`config.mk`:
```
export PLATFORM = sky130hd
export DESIGN_NAME = rv32i_lsu_ctrl
export DESIGN_NICKNAME = d
export VERILOG_FILES = /design/src/rtl/rv32i_lsu_ctrl.sv
export SDC_FILE = /design/constraint.sdc
export NUM_CORES = 1
export LEC_CHECK = 0
export ABC_AREA = 1
export CAP_MARGIN = 10
export CORE_ASPECT_RATIO = 1.75
export CORE_UTILIZATION = 35
export CTS_CLUSTER_DIAMETER = 50
export DETAILED_ROUTE_END_ITERATION = 10
export PLACE_DENSITY_LB_ADDON = 0.05
export REMOVE_ABC_BUFFERS = 1
export SLEW_MARGIN = 30
export SYNTH_ARGS = -nofsm -noshare
export SYNTH_HDL_FRONTEND = slang
export SYNTH_SLANG_ARGS = --single-unit
```
`constraint.sdc`:
```
create_clock -name clk -period 1.77 [get_ports clk]
set_input_delay 0.177 -clock clk [delete_from_list [all_inputs] [get_ports clk]]
set_output_delay 0.177 -clock clk [all_outputs]
set_load 0.03 [all_outputs]
```
`src/rtl/rv32i_lsu_ctrl.sv`:
```
// Load/store sequencer between EX and the synchronous RAM data port.
// Splits boundary-crossing accesses into two aligned words and extends load data.
module rv32i_lsu_ctrl #(
    parameter int ADDR_WIDTH = 32,
    parameter bit SPLIT_EN   = 1'b1
) (
    input  logic                  clk,
    input  logic                  reset_n,
    input  logic                  req_valid,
    output logic                  req_ready,
    input  logic                  req_we,
    input  logic [1:0]            req_width,
    input  logic                  req_sign,
    input  logic [ADDR_WIDTH-1:0] req_addr,
    input  logic [31:0]           req_wdata,
    output logic                  rsp_valid,
    input  logic                  rsp_ready,
    output logic [31:0]           rsp_rdata,
    output logic                  rsp_err,
    output logic [ADDR_WIDTH-1:0] mem_addr,
    output logic                  mem_we,
    output logic [3:0]            mem_be,
    output logic [31:0]           mem_wdata,
    input  logic [31:0]           mem_rdata
);

    typedef enum logic [1:0] {IDLE, FIRST, SECOND, DONE} state_e;

    state_e                state_q, state_d;
    logic                  we_q, we_d;
    logic                  sign_q, sign_d;
    logic                  err_q, err_d;
    logic                  split_q, split_d;
    logic                  fresh_q, fresh_d;
    logic [1:0]            width_q, width_d;
    logic [1:0]            off_q, off_d;
    logic [ADDR_WIDTH-1:0] waddr_q, waddr_d;
    logic [7:0]            mask_q, mask_d;
    logic [63:0]           data_q, data_d;
    logic [31:0]           lo_q, lo_d;
    logic [31:0]           hi_q, hi_d;

    logic [3:0]  base;
    logic [7:0]  mask_new;
    logic [63:0] data_new;
    logic [31:0] lo_word, hi_word, sh_word, ext_word;

    always_comb begin
        base = 4'b1111;
        case (req_width)
            2'b00:   base = 4'b0001;
            2'b01:   base = 4'b0011;
            default: base = 4'b1111;
        endcase
        mask_new = {4'b0000, base} << req_addr[1:0];
        data_new = {32'b0, req_wdata} << {req_addr[1:0], 3'b000};
    end

    always_comb begin
        state_d   = state_q;
        we_d      = we_q;
        sign_d    = sign_q;
        err_d     = err_q;
        split_d   = split_q;
        fresh_d   = fresh_q;
        width_d   = width_q;
        off_d     = off_q;
        waddr_d   = waddr_q;
        mask_d    = mask_q;
        data_d    = data_q;
        lo_d      = lo_q;
        hi_d      = hi_q;
        req_ready = 1'b0;
        rsp_valid = 1'b0;
        mem_addr  = '0;
        mem_we    = 1'b0;
        mem_be    = 4'b0000;
        mem_wdata = 32'b0;

        case (state_q)
            IDLE: begin
                req_ready = 1'b1;
                if (req_valid) begin
                    we_d    = req_we;
                    sign_d  = req_sign;
                    width_d = req_width;
                    off_d   = req_addr[1:0];
                    waddr_d = {req_addr[ADDR_WIDTH-1:2], 2'b00};
                    mask_d  = mask_new;
                    data_d  = data_new;
                    split_d = (mask_new[7:4] != 4'b0000);
                    fresh_d = 1'b0;
                    err_d   = (req_width == 2'b11) ||
                              ((mask_new[7:4] != 4'b0000) && !SPLIT_EN);
                    state_d = err_d ? DONE : FIRST;
                end
            end
            // Write strobes are gated by reset_n so a write in flight is dropped on the reset edge.
            FIRST: begin
                mem_addr  = waddr_q;
                mem_be    = mask_q[3:0] & {4{reset_n}};
                mem_wdata = data_q[31:0];
                mem_we    = we_q & reset_n;
                fresh_d   = 1'b1;
                state_d   = split_q ? SECOND : DONE;
            end
            SECOND: begin
                mem_addr  = waddr_q + ADDR_WIDTH'(4);
                mem_be    = mask_q[7:4] & {4{reset_n}};
                mem_wdata = data_q[63:32];
                mem_we    = we_q & reset_n;
                lo_d      = mem_rdata;
                fresh_d   = 1'b1;
                state_d   = DONE;
            end
            DONE: begin
                rsp_valid = 1'b1;
                if (fresh_q) begin
                    fresh_d = 1'b0;
                    if (split_q) hi_d = mem_rdata;
                    else         lo_d = mem_rdata;
                end
                if (rsp_ready) begin
                    err_d   = 1'b0;
                    state_d = IDLE;
                end
            end
            default: state_d = IDLE;
        endcase
    end

    // In the first DONE cycle the RAM output is used directly, afterwards the captured copy.
    always_comb begin
        lo_word  = (fresh_q && !split_q) ? mem_rdata : lo_q;
        hi_word  = (fresh_q && split_q)  ? mem_rdata : hi_q;
        sh_word  = 32'({hi_word, lo_word} >> {off_q, 3'b000});
        ext_word = sh_word;
        case (width_q)
            2'b00:   ext_word = sign_q ? {{24{sh_word[7]}}, sh_word[7:0]}
                                       : {24'b0, sh_word[7:0]};
            2'b01:   ext_word = sign_q ? {{16{sh_word[15]}}, sh_word[15:0]}
                                       : {16'b0, sh_word[15:0]};
            default: ext_word = sh_word;
        endcase
        rsp_rdata = (state_q == DONE && !we_q && !err_q) ? ext_word : 32'b0;
        rsp_err   = err_q;
    end

    always_ff @(posedge clk) begin
        if (!reset_n) begin
            state_q <= IDLE;
            we_q    <= 1'b0;
            sign_q  <= 1'b0;
            err_q   <= 1'b0;
            split_q <= 1'b0;
            fresh_q <= 1'b0;
            width_q <= 2'b00;
            off_q   <= 2'b00;
            waddr_q <= '0;
            mask_q  <= 8'b0;
            data_q  <= 64'b0;
            lo_q    <= 32'b0;
            hi_q    <= 32'b0;
        end else begin
            state_q <= state_d;
            we_q    <= we_d;
            sign_q  <= sign_d;
            err_q   <= err_d;
            split_q <= split_d;
            fresh_q <= fresh_d;
            width_q <= width_d;
            off_q   <= off_d;
            waddr_q <= waddr_d;
            mask_q  <= mask_d;
            data_q  <= data_d;
            lo_q    <= lo_d;
            hi_q    <= hi_d;
        end
    end

endmodule

```
Yosys cells after proc, flatten, opt, wreduce, memory -nomap -nowiden
Index checks and enable logic that the tools add are counted.
{"block": "totals", "mem_count": 0, "elab_cells": 75, "mem_bits_rw": 0, "out_inout_bits": 104, "romBits": 0, "register_bits": 177, "latchBits": 0}
{"block": "op_classes", "shifts": 3, "addsub": 1, "bitwise_logic": 3, "n_div": 0, "n_eq_ne": 10, "mul": 0, "muxes": 26, "n_reduce_logical": 19, "order_cmp": 0}
{"cell": "32-bit case mux with 2 select lines", "count": 4}
{"cell": "32-bit two-way mux", "count": 7}
{"cell": "32-bit by 5-bit << shifter with 64-bit output", "count": 1}
{"cell": "64-bit by 5-bit right shift with 32-bit output", "count": 1}
{"cell": "32-bit by 3-bit adder with 32-bit output, second input constant", "count": 1}
{"cell": "4-bit case mux with 2 select lines", "count": 2}
{"cell": "3-bit AND reduction", "count": 3}
{"cell": "4-bit bitwise AND", "count": 2}
{"cell": "2-bit != test, second input constant", "count": 4}
{"cell": "2-bit case mux with 4 select lines", "count": 1}
{"cell": "4-bit by 2-bit << shifter with 8-bit output", "count": 1}
{"cell": "1-bit two-way mux", "count": 7}
{"cell": "2-bit by 1-bit == test with 1-bit output, second input constant", "count": 3}
{"cell": "2-bit == test, second input constant", "count": 3}
{"cell": "2-bit zero test", "count": 3}
{"cell": "2-bit two-way mux", "count": 3}
{"cell": "1-bit logical AND", "count": 4}
{"cell": "2-bit AND reduction", "count": 2}
{"cell": "2-bit nonzero test", "count": 2}
{"cell": "4-bit nonzero test", "count": 1}
{"cell": "1-bit zero test", "count": 3}
{"cell": "1-bit case mux with 3 select lines", "count": 1}
{"cell": "1-bit case mux with 2 select lines", "count": 1}
{"cell": "2-bit OR reduction", "count": 1}
{"cell": "1-bit bitwise AND", "count": 1}

Logic depth before layout (Yosys ltp)
Gate-level depths: netlist of run 1.
{"block": "depth", "ltp_word": 7, "ltp_mapped": 11, "ltp_nobuf": 11}

Least setup slack after synthesis of run 1
OpenSTA, ideal clock, no wires.
{"block": "synth_timing", "path_type": "register -> output", "start": "reg state_q[0]", "end": "out mem_addr[6]", "path_slack_ps": -404, "t_arrival_ps": 1997, "stages_incl_launch_ff": 7, "path_cell_list": "dfxtp_1 inv_1 ha_1 clkbuf_1 clkbuf_1 nand2_1 a311oi_1"}
{"block": "synth_between", "elab_chain_cells": 2, "elab_cells_between_ends": 3, "classes_between": "eq/ne: 2; mux: 1"}
{"element": "start, declared", "line": "29", "source": "state_e state_q, state_d;"}
{"element": "start signal, assigned", "line": "165", "source": "state_q <= state_d;"}
{"element": "2-bit == test / 2-bit by 1-bit == test with 1-bit output (equally long branches)", "line": "80", "source": "case (state_q)"}
{"element": "32-bit case mux with 2 select lines *", "line": "80"}
{"element": "end, declared", "line": "20", "source": "output logic [ADDR_WIDTH-1:0] mem_addr,"}
Every way passes the cells marked *; elsewhere a longest branch is shown, timed or not.

Worst setup path in the final report of run 1
{"block": "layout_timing", "start": "reg fresh_q", "end": "out rsp_rdata[19]"}
{"block": "layout_between", "elab_chain_cells": 6, "elab_cells_between_ends": 9, "classes_between": "shift: 1; mux: 6; reduce/logical: 2"}
{"element": "start, declared", "line": "34", "source": "logic fresh_q, fresh_d;"}
{"element": "start signal, assigned", "line": "170", "source": "fresh_q <= fresh_d;"}
{"element": "1-bit logical AND, on equally long branches", "line": "134, 135"}
{"element": "32-bit two-way mux, on equally long branches", "line": "134, 135"}
{"element": "64-bit by 5-bit right shift with 32-bit output *", "line": "136", "source": "sh_word = 32'({hi_word, lo_word} >> {off_q, 3'b000});"}
{"element": "32-bit two-way mux, on equally long branches", "line": "141, 139"}
{"element": "32-bit case mux with 2 select lines *", "line": "138", "source": "case (width_q)"}
{"element": "32-bit two-way mux *", "line": "145", "source": "rsp_rdata = (state_q == DONE && !we_q && !err_q) ? ext_word : 32'b0;"}
{"element": "end, declared", "line": "18", "source": "output logic [31:0] rsp_rdata,"}
Marked as above.

==> results of run 1 <==
-- logic make-up (layout without fill, tap and decap cells) --
kind of cell,count (synthesis),after routing,synth area share (%)
AOI/OAI and AO/OA,474,474,26.2
other,1,3,0.0392
buffers and inverters,241,633,10.1
DFF,160,160,33.5
adders and majority gates,5,5,0.655
and+or+nand+nor,688,689,29.4
-- cells in the final DEF (no fill, tap or decap), types with 4 or more instances in the layout --
| cell type | instances |
|---|---|
| a21oi_1 | 135 |
| clkbuf_16 | 26 |
| a21oi_4 | 33 |
| o21ai_2 | 20 |
| nand3_4 | 12 |
| dfxtp_4 | 10 |
| nand2_2 | 69 |
| nor2_2 | 24 |
| nand3_2 | 15 |
| ha_4 | 5 |
| buf_6 | 118 |
| inv_2 | 7 |
| nand2_1 | 325 |
| clkdlybuf4s50_1 | 102 |
| nand2_4 | 37 |
| o21ai_4 | 5 |
| inv_1 | 117 |
| a21oi_2 | 39 |
| buf_8 | 13 |
| o21ai_1 | 38 |
| nor2_4 | 45 |
| o21ai_0 | 157 |
| nor3_4 | 5 |
| buf_12 | 52 |
| buf_16 | 7 |
| o211ai_1 | 21 |
| nand2_8 | 5 |
| o221ai_1 | 11 |
| buf_4 | 165 |
| inv_4 | 5 |
| nand3_1 | 50 |
| a31oi_1 | 4 |
| nor2_1 | 88 |
| dfxtp_1 | 130 |
| dfxtp_2 | 20 |
-- power by group through the flow --
stage          Clock, mW  Combinational [mW]  Sequential (mW)
6_report            3.96                14.2             5.14
3_5_place_dp           0                8.71             4.96
5_1_grt             4.18                15.0             5.22
4_1_cts             4.03                12.0             5.00
3_3_place_gp           0                8.66             4.95
2_1_floorplan          0                4.19             5.00
-- area by class of cell --
class	count	share of cell area [%]
well taps	324	2.34
clock buffers	21	2.65
flip-flops and latches	160	18.8
inverters	133	3.07
clock inverters	11	0.887
diodes	1	0.0144
multi-input cells	1170	41.9
repair buffers	468	30.3
-- layer usage --
| metal | vias to the layer above | GRT usage (%) | part of all wire (%) |
|---|---|---|---|
| met5 | - | 0 | 0 |
| li1 | 5909 | - | - |
| met4 | 0 | 15.7 | 5.6 |
| met3 | 141 | 4.35 | 4.4 |
| met2 | 434 | 51.5 | 53 |
| met1 | 5747 | 30.1 | 37 |
-- per-stage QoR --
| stage | cell area, sq um | hold WS [ns] | util, % | std cells |
|---|---|---|---|---|
| floorplan | 9090 | 0.275 | - | 1462 |
| global placement | 13100 | 0.452 | 49.2 | 2173 |
| detailed placement | 13100 | 0.456 | 49.2 | 2173 |
| CTS | 15900 | 0.126 | 59.6 | 2249 |
| global route | 17300 | 0.133 | 65.0 | 2287 |
| finish | 17300 | 0.150 | 65.0 | 2288 |
-- worst min path at each step --
stage / from / endpoint
6_report: reset_n / lo_q[3]
5_1_grt: reset_n / lo_q[3]
4_1_cts: reset_n / hi_q[3]
3_5_place_dp: data_q[3] / data_q[3]
3_3_place_gp: data_q[4] / data_q[4]
2_1_floorplan: reset_n / data_q[16]
-- worst register-to-register path: cells and delay by family, from the launching register on --
kind / cells / cell delay (ns)
adder cells (fa/ha/maj): 1 / 0.22
buffers and inverters: 7 / 1.02
AND/OR/NAND/NOR: 1 / 0.05
AO/OA/AOI/OAI: 2 / 0.27
flip-flops: 1 / 0.40
-- state kept, by name (all words and copies together) (netlist names) --
signal   flops
data_q      56
lo_q        32
waddr_q     30
hi_q        24
mask_q       7
off_q        2
state_q      2
width_q      2
fresh_q      1
rsp_err      1
sign_q       1
split_q      1
we_q         1
-- repair_timing --
item	in CTS	in global routing
gates cloned	10	12
setup buffers	37	36
setup endpoints to repair	107	121
hold buffers	0	0
hold endpoints to repair	0	0
resized for setup	448	290
pin swaps	94	112
==> summary.txt, run 1 <==
Synthesis
  – Share of flip-flops with an asynchronous set or reset: 0%
  – EDFF count, synth: 0
  – Post-synthesis cell count: roughly 1.6k
  – Count leader, synth: nand2_1
  – Register area share after synthesis: between 30 and 40%
  – Synth area leaders: dfxtp_1, nand2_1, o21ai_0
  – Flops & latches, synth: 160
  – Netlist cell types: 38
  – Synth Area per Inst: about 6.1 sq um
  – Yosys warns: 0
  – Area share of the largest cell type after synthesis: about 34%
  – Synth area leader: dfxtp_1
  – Commonest cells in the netlist: nand2_1, o21ai_0, a21oi_1
  – Cell area after synthesis: 0.00956 sq mm
  – Primary FF master, synth: dfxtp_1

Critical path
  – Worst path depth: 11
  – Top delay family on crit path: simple AND/OR/NAND/NOR gates
  – Worst setup EP type: primary output
  – Critical path launch point type: flop
  – Max incr delay on CP: about 0.33 ns
  – CP Cell Sequence: buf_6 -> nand2_8 -> buf_8 -> nand2_4 -> nand3_1 -> nand3_2 -> nand3_4 -> nand3_4 -> nand2_8 -> nor2_2 -> buf_6
  – Worst reg2reg startpoint: state_q[1]
  – Setup crit end: rsp_rdata[19]
  – R2R setup slack: -0.28 ns
  – CP max-delay cell: dfxtp_2
  – Worst reg2reg path depth: 11
  – CP Max Fanout: 8
  – Crit path launch: fresh_q
  – CP bufs+invs: 3
  – Data arrival, critical path: 2.09 ns
  – Critical R2R Capture: lo_q[22]
  – Critical Path RT: between 1.5 and 2 ns
  – Worst Setup Path Type: flop to primary output

Power
  – Lkg Pwr: 7.16 nW
  – Combinational share of power: between 60% and 70%
  – Total power: 23.3 mW
  – PwrDens: 1340 mW/mm^2
  – Seq pwr share: around 22%
  – Sw frac: 43.3%
  – VDD IR max: between 0.8 and 0.9 mV
  – Internal power: 13.2 mW
  – Clock power share: 17.0%
  – Psw: 10.1 mW

GRT
  – Remaining global-route overflow: 0
  – Largest net degree at the start of global routing: 67
  – First-pass GRT wire length: just over 60000 microns
  – Vias in the first global route: between 10k and 15k
  – Total Routing Usage GR: 27.9%
  – Initial antenna violation count: 0

STA
  – Slew Limit Fails: 0
  – Fin. Hold Viols: 0
  – Slew margin rel.: a little over three fifths
  – Final setup viols: about 130
  – Clock period minus worst slack: 2.27 ns
  – Slew @ Worst Pin: ~0.55 ns
  – RSZ-0062 raised after global routing: true
  – Fin crit share: 128%
  – Worst setup margin: -0.501 ns
  – Fmax: 0.440 GHz
  – Setup TNS: -43.04 ns
  – Clk_skew: between 0.01 and 0.015 ns

CTS
  – Clock Latency Late Sink: roughly 0.46 ns
  – Clock slew at reported path FFs: 0.07 ns
  – H-Tree Depth: 4
  – Clock Sinks: 160
  – CTS tree: yes
  – Deepest clock path buffer count: 2
  – Root buf cell: clkbuf_16
  – Total CTS buffers: 17

Finish
  – Area Growth Syn to Fin: 81.5%
  – Area occupied by multi-input gates: slightly above 0.007 sq mm
  – Layout Nets: ~2.1k
  – # fillers: approximately 2.3k
  – Layout cell share with drive strength beyond 1: 39.1%
  – Register area: between 0.003 and 0.004 sq mm

Placement
  – DP HPWL: around 26000 microns
  – Port buffer count: 205
  – Post-place setup slack: -0.133 ns
  – GPL Wtd Cong: between 0.8 and 0.9

Drt
  – Number of vias per cell: 5.35
  – Routed vias: ~12k
  – Detail Route Antenna Nets: 0
  – Starting DRT DRC Count: slightly above 700
  – Routed len/inst: around 18 microns
  – DRT Pass-1 Iters: 5
  – Final WL: ~42000 microns
  – DR DRC count: 0

Floorplan
  – Die Y: 221 microns
  – Number of top-level pins: approximately 210
  – Die area: 0.0280 sq mm
  – Rows: just under 80
  – Initial core utilization: between 30% and 40%
  – DIE WIDTH: roughly 130 microns
  – Core area: about 0.027 sq mm

Flow run
  – Max-Cap Viols: 0

Status
  – Failing checks: setup timing
  – Outcome: finished with violations

Worst hold path
  – Hold/Removal Path Class: input pin to flop
  – WHS Path Cells: 3
(Power assumes the default switching activity.)
==> inputs of run 2 (changes only) <==
--- a/config.mk
+++ b/config.mk
@@ -5,10 +5,9 @@
 export SDC_FILE = /design/constraint.sdc
 export NUM_CORES = 1
 export LEC_CHECK = 0
-export ABC_AREA = 1
 export CAP_MARGIN = 10
 export CORE_ASPECT_RATIO = 1.75
-export CORE_UTILIZATION = 35
+export CORE_UTILIZATION = 27
 export CTS_CLUSTER_DIAMETER = 50
 export DETAILED_ROUTE_END_ITERATION = 10
 export PLACE_DENSITY_LB_ADDON = 0.05
==> constraint.sdc (replaced) <==
create_clock -name clk -period 2.88 [get_ports clk]
set_input_delay 0.288 -clock clk [delete_from_list [all_inputs] [get_ports clk]]
set_output_delay 0.288 -clock clk [all_outputs]
set_load 0.03 [all_outputs]
==> summary.txt, run 2 <==
Placement
  – Port buffer count: 205 (unchanged)
  – GPL Wtd Cong: 0.794 (was 0.893)
  – Dpl cells: 1804 (was 2173)
  – DP HPWL: 24900 microns (was 26100 microns)

Flow run
  – Max-Cap Viols: 0 (unchanged)

STA
  – Fmax: 0.363 GHz
  – Clock period minus worst slack: approximately 2.8 ns
  – Slew Limit Fails: 0 (unchanged)
  – Fin crit share: a little over nine tenths
  – Final setup viols: 0 (was 131)
  – Slew @ Worst Pin: 0.923 ns (was 0.551 ns)
  – Clk_skew: 0.00693 ns (was 0.0127 ns)
  – Fin. Hold Viols: 0 (unchanged)
  – Slew margin rel.: 38.2% (was 63.3%)
  – RSZ-0062 raised after global routing: false (was true)

Finish
  – Top Registers: data_q x56, lo_q x32, waddr_q x30 (unchanged)
  – Layout Nets: 1478 (was 2059)
  – Largest register FFs: 56 (unchanged)
  – Area Growth Syn to Fin: 33.8% (was 81.5%)
  – Number of diodes: 0 (was 1)
  – Most frequent cells in the layout: nand2_1, dfxtp_1, buf_4, clkdlybuf4s50_1, a21boi_0 (was nand2_1, buf_4, o21ai_0, a21oi_1, dfxtp_1)
  – Largest reg by FF count: data_q (unchanged)
  – Finished Layout Cells: 1842 (was 2288)
  – Commonest non-fill, non-tap cell in the layout: nand2_1 (unchanged)
  – Layout cell share with drive strength beyond 1: 18.2% (was 39.1%)

Drt
  – Number of vias per cell: 5.06 (was 5.35)
  – Final WL: 35600 microns (was 41900 microns)
  – Detail Route Antenna Nets: 0 (unchanged)
  – Routed len/inst: 19.3 microns (was 18.3 microns)
  – Starting DRT DRC Count: 433 (was 709)
  – Routed vias: 9324 (was 12.2k)
  – DRT Pass-1 Iters: 5 (unchanged)
  – DR DRC count: 0 (unchanged)

Synthesis
  – XOR/XNOR Fraction of Synth Area: 0.460% (was 0%)
  – Synth Area per Inst: 7.99 sq um (was 6.09 sq um)
  – Share of flip-flops with an asynchronous set or reset: 0% (unchanged)
  – Register area share after synthesis: 33.6% (was 33.5%)
  – Post-synthesis compound-gate area fraction: 24.0% (was 26.2%)
  – Area share of the largest cell type after synthesis: 33.6% (was 33.5%)
  – Primary FF master, synth: dfxtp_1 (unchanged)
  – Synth area leader: dfxtp_1 (unchanged)
  – Main combinational cell family by area after synthesis: compound AO/OA/AOI/OAI gates (was simple AND/OR/NAND/NOR gates)
  – Synth area leaders: dfxtp_1, nand2_1, mux2i_1 (was dfxtp_1, nand2_1, o21ai_0)
  – EDFF count, synth: 0 (unchanged)
  – Commonest cells in the netlist: nand2_1, dfxtp_1, a21boi_0 (was nand2_1, o21ai_0, a21oi_1)
  – Flops & latches, synth: 160 (unchanged)
  – Cell area after synthesis: 0.00953 sq mm (was 0.00956 sq mm)
  – Simple-gate share of the synthesized area: 23.2% (was 29.4%)
  – Post-synthesis mux area share: 13.0% (was 0%)
  – Post-synthesis cell count: 1193 (was 1569)
  – Count leader, synth: nand2_1 (unchanged)
  – Yosys warns: 0 (unchanged)
  – Netlist cell types: 67 (was 38)
  – Post-Synth Adder-Cell Area: 0.657% (was 0.655%)

Floorplan
  – Number of top-level pins: 208 (unchanged)
  – Initial core utilization: 27.6% (was 35.8%)
  – Die Y: 251 microns (was 221 microns)
  – Die area: 0.0361 sq mm (was 0.0280 sq mm)
  – DIE WIDTH: 144 microns (was 127 microns)
  – Core area: 0.0346 sq mm (was 0.0267 sq mm)
  – Rows: 90 (was 79)

GRT
  – Total Routing Usage GR: 20.1% (was 27.9%)
  – Largest net degree at the start of global routing: 84 (was 67)
  – Initial antenna violation count: 0 (unchanged)
  – Remaining global-route overflow: 0 (unchanged)
  – First-pass GRT wire length: 54400 microns (was 60400 microns)
  – Vias in the first global route: 9432 (was 11.8k)

Critical path
  – Critical R2R Capture: data_q[26] (was lo_q[22])
  – Critical path launch point type: flop (unchanged)
  – Worst setup EP type: primary output (unchanged)
  – CP Max Fanout: 12 (was 8)
  – Data arrival, critical path: 2.46 ns (was 2.09 ns)
  – Critical Path RT: 2.59 ns (was 1.59 ns)
  – Worst reg2reg startpoint: state_q[0] (was state_q[1])
  – R2R setup slack: 0.69 ns (was -0.28 ns)
  – Worst reg2reg path depth: 6 (was 11)
  – Worst Setup Path Type: flop to primary output (unchanged)

Status
  – Outcome: complete, no violations (was finished with violations)

Power
  – Lkg Pwr: 4.79 nW (was 7.16 nW)
  – PwrDens: 686 mW/mm^2 (was 1340 mW/mm^2)
  – Internal power: 5.15 mW (was 13.2 mW)
  – Clock power share: 26.3% (was 17.0%)
  – Combinational share of power: 41.3% (was 61.0%)
  – Psw: 3.60 mW (was 10.1 mW)
  – VDD IR max: 0.416 mV (was 0.858 mV)
  – Seq pwr share: 32.4% (was 22.1%)
  – Total power: 8.74 mW (was 23.3 mW)
  – Sw frac: 41.1% (was 43.3%)

CTS
  – Hold-fix buffers, CTS: 0 (unchanged)
  – Total CTS buffers: 17 (unchanged)
  – Clock Latency Late Sink: 0.44 ns (was 0.46 ns)
  – Deepest clock path buffer count: 2 (unchanged)
  – Clock slew at reported path FFs: 0.07 ns (about the same)
  – H-Tree Depth: 4 (unchanged)
  – CTS tree: yes (unchanged)
  – Root buf cell: clkbuf_16 (unchanged)
  – Clock Sinks: 160 (unchanged)

Worst hold path
  – Hold endpoint: waddr_q[3] (was lo_q[3])
  – WHS Path Cells: 3 (unchanged)
  – Hold Crit Start: req_addr[3] (was reset_n)
  – Hold/Removal Path Class: input pin to flop (unchanged)
-- run 2: cell types whose count changed after synthesis, moves of 51 or more --
cell / delta
inv_1: -119
nor2_1: -75
nand3_1: -62
a21boi_0: +89
o21ai_0: -164
a22oi_1: +51
a21oi_1: -166
mux2i_1: +87
nand2_1: -183
-- run 2: layer usage --
metal	vias to the layer above	GRT usage (%)	part of all wire, %
met5	-	0	0
met4	0	8.05	2.3
met3	42	3.75	4.3
met2	222	36.9	53
met1	4477	22.1	40
li1	4583	-	-
-- run 2: logic make-up (layout without fill, tap and decap cells) --
logic type,Yosys count,count (layout)
DFF,160,160
xor gates and xnor gates,5,5
and+or+nand+nor,467,467
AOI/OAI and AO/OA,329,329
other,1,2
adders and majority gates,5,5
buffers and inverters,114,302
muxes,112,112
-- run 2: per-stage QoR --
stage	util [%]	hold WS [ns]	cell area (sq um)	worst slack, ns	setup TNS, ns
after detailed placement	34.6	0.442	12000	0.319	0
after global routing	36.9	0.400	12700	0.0151	0
final	36.9	0.392	12700	0.127	0
after floorplan	-	0.410	9100	-0.559	-24.65
after CTS	36.5	0.372	12600	-0.000812	-0.000812
after global placement	34.6	0.436	12000	0.316	0
-- run 2: worst max-delay path by stage --
stage                        startpoint       endpoint  slack, ns  cells after the start
after global placement       state_q[1]  rsp_rdata[20]       0.32                      6
after CTS                       fresh_q  rsp_rdata[18]    -0.0008                      8
after global routing         waddr_q[2]   mem_addr[24]       0.02                      7
final                        state_q[0]      mem_be[0]       0.13                      6
after detailed placement  mem_rdata[31]  rsp_rdata[14]       0.32                      6
after floorplan              state_q[0]     data_q[32]      -0.56                      6
-- run 2: final cells by class --
class,instances,area (sq um)
clock inverters,12,124
fillers,3736,21800
repair buffers,258,2330
inverters,12,48.8
flip-flops and latches,160,3210
well taps,460,576
clock buffers,20,457
multi-input cells,920,6000
-- run 2: power groups by stage --
stage                     Combinational, mW  Sequential, mW  Clock, mW
after floorplan                        2.03            2.80          0
after global placement                 3.55            2.86          0
after detailed placement               3.55            2.87          0
after CTS                              3.61            2.82       2.38
after global routing                   3.94            2.88       2.46
final                                  3.61            2.83       2.30
-- run 2: what timing repair did --
| action | in CTS | in global routing |
|---|---|---|
| endpoints found under the hold margin | 0 | 0 |
| buffers inserted | 1 | 5 |
| pin swaps | 1 | 2 |
| resized for setup | 13 | 26 |
| setup endpoints to repair | 39 | 37 |
-- run 2: worst max-delay path, cell delays in order (launching register included) --
cell	delay (ns)
dfxtp_1	0.33
inv_1	0.20
ha_4	0.23
buf_4	0.25
mux2i_1	0.33
nor2_1	0.08
clkdlybuf4s50_1	0.60
==> inputs of run 3 (changes only) <==
--- a/config.mk
+++ b/config.mk
@@ -5,7 +5,6 @@
 export SDC_FILE = /design/constraint.sdc
 export NUM_CORES = 1
 export LEC_CHECK = 0
-export CAP_MARGIN = 10
 export CORE_ASPECT_RATIO = 1.75
 export CORE_UTILIZATION = 27
 export CTS_CLUSTER_DIAMETER = 50
==> results of run 3 <==
The final DEF is identical to that of run 2; final timing and power are the same.
